==> src/rtl/fault_campaign_sequencer.sv <==
// fault_campaign_sequencer: dwells a fault on each gate in turn, counts its high cycles, pulses logic_reset, reports.
// Outputs are registered from the next state; define FAULT_SEQ_LOOP_EN to restart the campaign after DONE.
module fault_campaign_sequencer #(
  parameter int NUM_GATES      = 4,
  parameter int DWELL_CYCLES   = 64,
  parameter int RECOVER_CYCLES = 4,
  localparam int IDX_W = (NUM_GATES > 1) ? $clog2(NUM_GATES) : 1,
  localparam int CNT_W = $clog2(DWELL_CYCLES + 1)
) (
  input  logic                 clk,
  input  logic                 reset,
  input  logic                 start,
  input  logic                 abort,
  input  logic [NUM_GATES-1:0] gate_out,
  output logic [NUM_GATES-1:0] fault_en,
  output logic                 logic_reset,
  output logic                 busy,
  output logic                 done,
  output logic                 res_valid,
  input  logic                 res_ready,
  output logic [IDX_W-1:0]     res_idx,
  output logic [CNT_W-1:0]     res_count
);

  localparam int REC_W = (RECOVER_CYCLES > 1) ? $clog2(RECOVER_CYCLES) : 1;
  localparam logic [IDX_W-1:0] IDX_LAST   = IDX_W'(NUM_GATES - 1);
  localparam logic [CNT_W-1:0] DWELL_LAST = CNT_W'(DWELL_CYCLES - 1);
  localparam logic [CNT_W-1:0] HIT_MAX    = CNT_W'(DWELL_CYCLES);
  localparam logic [REC_W-1:0] REC_LAST   = REC_W'(RECOVER_CYCLES - 1);

  typedef enum logic [2:0] {S_IDLE, S_INJECT, S_RECOVER, S_REPORT, S_DONE} state_t;

  state_t           state, state_nxt;
  logic [IDX_W-1:0] idx, idx_nxt;
  logic [CNT_W-1:0] dwell_cnt, dwell_nxt;
  logic [CNT_W-1:0] hit, hit_nxt;
  logic [REC_W-1:0] rec_cnt, rec_nxt;
  logic             abort_lat, abort_nxt;

  logic [NUM_GATES-1:0] fault_en_nxt;
  logic                 logic_reset_nxt, busy_nxt, done_nxt, res_valid_nxt;
  logic [IDX_W-1:0]     res_idx_nxt;
  logic [CNT_W-1:0]     res_count_nxt;

  always_ff @(posedge clk) begin
    if (reset) begin
      state       <= S_IDLE;
      idx         <= '0;
      dwell_cnt   <= '0;
      hit         <= '0;
      rec_cnt     <= '0;
      abort_lat   <= 1'b0;
      fault_en    <= '0;
      logic_reset <= 1'b0;
      busy        <= 1'b0;
      done        <= 1'b0;
      res_valid   <= 1'b0;
      res_idx     <= '0;
      res_count   <= '0;
    end else begin
      state       <= state_nxt;
      idx         <= idx_nxt;
      dwell_cnt   <= dwell_nxt;
      hit         <= hit_nxt;
      rec_cnt     <= rec_nxt;
      abort_lat   <= abort_nxt;
      fault_en    <= fault_en_nxt;
      logic_reset <= logic_reset_nxt;
      busy        <= busy_nxt;
      done        <= done_nxt;
      res_valid   <= res_valid_nxt;
      res_idx     <= res_idx_nxt;
      res_count   <= res_count_nxt;
    end
  end

  always_comb begin
    state_nxt = state;
    idx_nxt   = idx;
    dwell_nxt = dwell_cnt;
    hit_nxt   = hit;
    rec_nxt   = rec_cnt;
    abort_nxt = abort_lat;
    unique case (state)
      S_IDLE: begin
        if (start && !abort) begin
          state_nxt = S_INJECT;
          idx_nxt   = '0;
          dwell_nxt = '0;
          hit_nxt   = '0;
          abort_nxt = 1'b0;
        end
      end
      S_INJECT: begin
        dwell_nxt = dwell_cnt + 1'b1;
        if (gate_out[idx] && hit != HIT_MAX) hit_nxt = hit + 1'b1;
        // An abort still gets the full recovery pulse before returning to idle.
        if (abort || dwell_cnt == DWELL_LAST) begin
          state_nxt = S_RECOVER;
          rec_nxt   = '0;
          abort_nxt = abort_lat | abort;
        end
      end
      S_RECOVER: begin
        rec_nxt   = rec_cnt + 1'b1;
        abort_nxt = abort_lat | abort;
        if (rec_cnt == REC_LAST) state_nxt = (abort_lat || abort) ? S_IDLE : S_REPORT;
      end
      S_REPORT: begin
        if (abort) begin
          state_nxt = S_IDLE;
        end else if (res_ready) begin
          if (idx == IDX_LAST) begin
            state_nxt = S_DONE;
          end else begin
            state_nxt = S_INJECT;
            idx_nxt   = idx + 1'b1;
            dwell_nxt = '0;
            hit_nxt   = '0;
          end
        end
      end
      S_DONE: begin
        if (abort) begin
          state_nxt = S_IDLE;
        end else begin
`ifdef FAULT_SEQ_LOOP_EN
          state_nxt = S_INJECT;
          idx_nxt   = '0;
          dwell_nxt = '0;
          hit_nxt   = '0;
`else
          state_nxt = S_IDLE;
`endif
        end
      end
      default: state_nxt = S_IDLE;
    endcase
  end

  always_comb begin
    fault_en_nxt    = '0;
    logic_reset_nxt = 1'b0;
    busy_nxt        = (state_nxt != S_IDLE);
    done_nxt        = 1'b0;
    res_valid_nxt   = 1'b0;
    res_idx_nxt     = '0;
    res_count_nxt   = '0;
    case (state_nxt)
      S_INJECT:  fault_en_nxt = NUM_GATES'(1) << idx_nxt;
      S_RECOVER: logic_reset_nxt = 1'b1;
      S_REPORT: begin
        res_valid_nxt = 1'b1;
        res_idx_nxt   = idx_nxt;
        res_count_nxt = hit_nxt;
      end
      S_DONE:    done_nxt = 1'b1;
      default:   ;
    endcase
  end

endmodule
==> config.mk <==
export PLATFORM = sky130hd
export DESIGN_NAME = fault_campaign_sequencer
export DESIGN_NICKNAME = d
export VERILOG_FILES = /design/src/rtl/fault_campaign_sequencer.sv
export SDC_FILE = /design/constraint.sdc
export NUM_CORES = 1
export LEC_CHECK = 0
export BUFFER_PORTS_ARGS = -buffer_cell sky130_fd_sc_hd__buf_2
export CAP_MARGIN = 20
export CORE_ASPECT_RATIO = 1.5
export CORE_MARGIN = 2
export CORE_UTILIZATION = 45
export CTS_CLUSTER_DIAMETER = 80
export CTS_CLUSTER_SIZE = 30
export DETAILED_ROUTE_END_ITERATION = 6
export GPL_TIMING_DRIVEN = 1
export PLACE_DENSITY = 0.65
export SLEW_MARGIN = 20
export SYNTH_ARGS = -nofsm -noshare
export SYNTH_HDL_FRONTEND = slang
export SYNTH_SLANG_ARGS = --single-unit
export TNS_END_PERCENT = 1
==> constraint.sdc <==
create_clock -name clk -period 4 [get_ports clk]
set_input_delay 0.2 -clock clk [delete_from_list [all_inputs] [get_ports clk]]
set_output_delay 0.2 -clock clk [all_outputs]
set_load 0.1 [all_outputs]
* Word level (Yosys, flattened, before mapping)
Index checks and enable logic that the tools add are counted.
Cells by class: bitwise operators 3, reductions and logical operators 15, multiply operators 0, equal/unequal tests 16, add/sub/neg operators 4, shifts and indexed selects 1, magnitude comparators 1, div/mod/pow operators 0, mux-type cells 34
Operator list (count):
- 7-bit 2-to-1 mux | 9
- 7-bit one-hot mux with 3 select lines | 2
- 3-bit 2-to-1 mux | 6
- 7-bit by 1-bit adder with 7-bit output, second input constant | 2
- 3-bit by 2-bit == test with 1-bit output, second input constant | 4
- 2-bit 2-to-1 mux | 6
- 3-bit one-hot mux with 4 select lines | 1
- 2-bit inequality test, second input constant | 5
- 3-bit nonzero test | 3
- 2-bit one-hot mux with 2 select lines | 2
- 7-bit by 6-bit == test with 1-bit output, second input constant | 1
- 7-bit inequality test, second input constant | 1
- 3-bit by 1-bit == test with 1-bit output, second input constant | 2
- 1-bit 2-to-1 mux | 6
- 5-bit AND reduction | 1
- 2-bit by 1-bit adder with 2-bit output, second input constant | 2
- 2-bit == test, second input constant | 2
- 2-bit OR reduction | 2
- 1-bit by 2-bit left shift with 4-bit output, first input constant | 1
- 3-bit == test, second input constant | 1
- 3-bit logical NOT | 1
- 2-bit by 3-bit < comparator with 1-bit output, second input constant | 1
- 1-bit one-hot mux with 3 select lines | 1
- 3-bit AND reduction | 1
- other kinds (8) | 11
Storage, ports and cells: RAM bits 0, ROM bits 0, input bits 9, memories 0, output and inout bits 17, bits in latches 0, word-level logic and storage cells 87, register bits after elaboration 39

* Depth between registers and ports, before layout
depth in word-level cells 8, depth in mapped cells 8

* Least setup slack after synthesis
OpenSTA, ideal clock, no wires.
kind reg2reg, from reg dwell_cnt[0], to reg busy, arrival time 1.591 ns, required time 3.873 ns, path slack 2.282 ns, setup time 0.127 ns, buffers on the path 0, period minus slack after synthesis 1.718 ns, cell stages (with the launch flop) 6, cells stage by stage dfxtp_1 ha_1 nand4b_1 o21ai_0 a311oi_4 or3_1
Between the ends: word-level cells in the longest chain between the ends 5
Ends and longest elaborated chain:
- from (decl) | RTL line 35 | logic [CNT_W-1:0] dwell_cnt, dwell_nxt;
- from (signal assigned) | RTL line 63 | dwell_cnt <= dwell_nxt;
- 7-bit by 6-bit == test with 1-bit output | RTL line 98 | if (abort || dwell_cnt == DWELL_LAST) begin
- 1-bit logical OR | RTL line 98
- 3-bit 2-to-1 mux | RTL line 98
- 3-bit one-hot mux with 4 select lines | RTL line 84 | unique case (state)
- 3-bit nonzero test | RTL line 144 | busy_nxt = (state_nxt != S_IDLE);
- to (signal assigned) | RTL line 69 | busy <= busy_nxt;
- to (decl) | RTL line 17 | output logic busy,
Every way passes these cells. A chain may end at the register's enable or synchronous reset.

* Final worst setup path
from reg state[0], to reg res_count[0]
Between the ends: word-level cells in the longest chain between the ends 6, elaborated cells between the ends (all ways) 14, classes of those cells eq/ne: 4; mux: 7; bitwise: 1; reduce/logical: 2
Ends and longest elaborated chain:
- from (decl) | RTL line 33 | state_t state, state_nxt;
- from (signal assigned) | RTL line 61 | state <= state_nxt;
- 3-bit 2-to-1 mux | RTL line 112 | end else if (res_ready) begin
- 3-bit 2-to-1 mux | RTL line 110 | if (abort) begin
- 3-bit one-hot mux with 4 select lines | RTL line 84
- 3-bit by 2-bit == test with 1-bit output | RTL line 149 | case (state_nxt)
- 1-bit NOT (no source line)
- 2-bit OR reduction (no source line)
- to (signal assigned) | RTL line 73 | res_count <= res_count_nxt;
- to (decl) | RTL line 22 | output logic [CNT_W-1:0] res_count
Parallel ways exist; a longest one is shown, timed or not.

==> flow_metrics.py <==
metrics = {
    "clock_network": {
        "cts-htree-levels": 2,
        "clkTransAtPathRegs_ps": 70,
        "cts_root_buf": "clkbuf_8",
        "insertion_delay_ps": 290,
        "clockBufferDepth": 2,
        "cts-resized-gates": 0,
        "postCtsSetupBuffers": 0,
        "cts_buffers": 5,
        "postCtsHoldBufs": 0,
        "cts_tree": "yes",
        "cts.sinks": 39,
    },
    "timing": {
        "finalHoldViolCount": 0,
        "rsz0062_at_grt": "no",
        "period_share_pct": 53.7,
        "setup_violations": 0,
        "finalMaxSlewViolations": 0,
        "setup_tns_ps": 0,
        "max-slew-margin-rel_pct": 37.4,
        "fin_crit_ps": 2150,
        "fmax_ghz": 0.466,
        "worst_pin_slew_ps": 934,
        "skew_ps": 7.97,
    },
    "global_route": {
        "grt-ovfl-total": 0,
        "grt.total_usage_pct": 18.8,
        "grt_pass1_wl_um": 6560,
        "grt_pass1_vias": 1441,
        "antenna_found_initial": 0,
        "grt_max_degree": 25,
    },
    "routing": {
        "routed_wl_um": 3930,
        "drtPass1Iterations": 5,
        "wl_per_cell_um": 14.8,
        "drt_iter0_drc": 33,
        "vias": 1517,
        "ant_nets": 0,
        "drc_errors": 0,
        "viasPerCell": 5.70,
    },
    "critical_path": {
        "crit_path_cell_trace": "nor3b_2, o21ai_0, a311oi_2",
        "reg2reg_slack_ps": 1850,
        "worstPathArrival_ps": 2350,
        "crit_fanout": 17,
        "required_ps": 4200,
        "rr_endpoint": "res_count[0]",
        "slowest_delay_ps": 830,
        "slowest_stage": "nor3b_2",
        "crit_path_end_kind": "flip-flop",
        "critPathBufInv": 0,
        "r2r-start": "state[0]",
        "critPathLaunchType": "flip-flop",
        "reg2regPathDepth": 3,
        "cpLargestDelayFamily": "simple AND/OR/NAND/NOR gates",
        "crit_type": "flip-flop to flip-flop",
    },
    "power_and_ir_drop": {
        "power.density_nw_per_um2": 350,
        "p_total_mw": 0.708,
        "p_leak_nw": 0.845,
        "ir_drop_mv": 0.246,
    },
    "synth": {
        "seq_area_frac_synth_pct": 42.7,
        "synth_cell_types": 54,
        "synth_compound_area_share_pct": 17.9,
        "muxShareOfSynthArea_pct": 1.23,
        "synth.net_count": 212,
        "syn_inst": 199,
        "synthAdderAreaFrac_pct": 2.74,
        "ys_ff_latch": 39,
        "synth-xor-area-share_pct": 0,
        "synth_top_family_by_area": "simple AND/OR/NAND/NOR gates",
        "yosys_warnings": 0,
        "syn_area_um2": 1830,
        "syn_avg_cell_area_um2": 9.19,
        "yosys.area_share.simple_pct": 31.2,
    },
    "layout": {
        "layout_commonest_cell": "dfxtp_1",
        "nFillCells": 400,
        "most-common-layout-cells": "dfxtp_1, buf_2, nor2_1, nand2_1",
        "stdcell_count": 266,
        "num-nets-final": 235,
        "area_growth_pct": 10.7,
        "utilization_pct": 51.6,
        "layout-drive-gt1-share_pct": 20.4,
        "antennaDiodeCount": 0,
    },
    "placement": {
        "numPortBuffers": 25,
        "place_congestion": 0.795,
        "place_inst": 260,
        "place_hpwl_um": 2920,
    },
    "run_status": {
        "status": "finished clean",
    },
    "floorplan": {
        "die_y_um": 82.1,
        "start_util_pct": 46.6,
        "dieArea_um2": 4600,
        "row_count": 28,
        "fp.dieW_um": 56.0,
        "core_um2": 3920,
        "io-pin-count": 26,
    },
    "hold_path": {
        "hold_path.startpoint": "res_ready",
        "min_to": "state[2]",
        "hold_depth": 3,
        "hp-class": "input pin to flip-flop",
    },
    "flow_run": {
        "max_cap_violations": 0,
    },
}
[metrics by stage]
step / setup WS (ps) / hold slack [ps] / instance area, um2
finish: 1850 / 254 / 2020
floorplan: 2280 / 272 / 1830
CTS: 1860 / 246 / 2020
global route: 1630 / 254 / 2020
global placement: 1960 / 473 / 1950
detailed placement: 1910 / 477 / 1950
[area by class of cell]
class | count | area (um2) | area share, %
multi-input cells | 146 | 970 | 47.9
flip-flops and latches | 39 | 781 | 38.6
repair buffers | 25 | 125 | 6.18
well taps | 45 | 56.3 | 2.78
inverters | 5 | 18.8 | 0.928
clock buffers | 6 | 72.6 | 3.59
[worst max path at each step]
| stage | start | to | cells past startpoint |
|---|---|---|---|
| 2_1_floorplan | dwell_cnt[0] | busy | 5 |
| 3_3_place_gp | state[0] | res_count[0] | 3 |
| 3_5_place_dp | state[0] | res_count[0] | 3 |
| 4_1_cts | state[0] | res_count[0] | 3 |
| 5_1_grt | state[0] | res_count[0] | 3 |
| 6_report | state[0] | res_count[0] | 3 |
[cell families after synthesis]
kind of cell | Yosys count
AND/OR/NAND/NOR | 98
flip-flops | 39
buffers and inverters | 14
adder cells (fa/ha/maj) | 4
multiplexers | 1
AO/OA/AOI/OAI | 43
[registers in the layout, indices dropped and copies added (netlist names)]
name	count
abort_lat	1
done	1
dwell_cnt	7
res_idx	2
hit	7
state	3
fault_en	4
res_valid	1
busy	1
rec_cnt	2
res_count	7
idx	2
logic_reset	1
[power by group]
group	leakage, nW	internal [mW]	total [mW]	switching [mW]
Sequential	0.315	0.393	0.399	0.00589
Clock	0.0371	0.116	0.240	0.124
Combinational	0.493	0.0195	0.0686	0.0490
Total	0.845	0.529	0.708	0.179
[worst reg2reg max path, delay by kind of cell (launching register included)]
family,cells,cell delay [ps]
compound gates,2,680
flops,1,550
simple gates,1,830
[metal layers]
layer | vias to the layer above | routed length, um | GRT usage (%)
met5 | - | 0 | 0
met3 | 8 | 157 | 4.25
met2 | 36 | 2070 | 35.5
li1 | 769 | - | -
met1 | 704 | 1600 | 19.4
met4 | 0 | 98 | 9.05
[synth_stat cells (all sizes together)]
cell      n  area share, %
a211o     1           0.48
a211oi    2           0.82
a21o      2           0.82
a21oi     7            1.9
a221o     2            1.1
a22o      2           0.96
a22oi     2           0.82
a311o     1           0.55
a311oi    6            4.2
a31o      2           0.96
a31oi     4            1.4
a41oi     1           0.48
and2      8            2.7
and2b     1           0.41
and3      4            1.4
buf       6            2.6
clkbuf    3           0.62
dfxtp    39             43
ha        4            2.7
inv       5            1.0
mux4      1            1.2
nand2    13            2.9
nand2b    2            1.1
nand3     8            2.2
nand3b    3            1.2
nand4     3            1.4
nand4b    1           0.48
nand4bb   1           0.62
nor2     21            4.4
nor2b     9            3.1
nor3     12            4.1
nor3b     5            2.3
nor4      2           0.68
nor4bb    1           0.55
o211a     1           0.55
o21ai     9            2.5
o21bai    1           0.41
or2       1           0.34
or3       1           0.34
or3b      1           0.48
or4       1           0.41
Note: power is estimated with default switching activity, not from simulation.
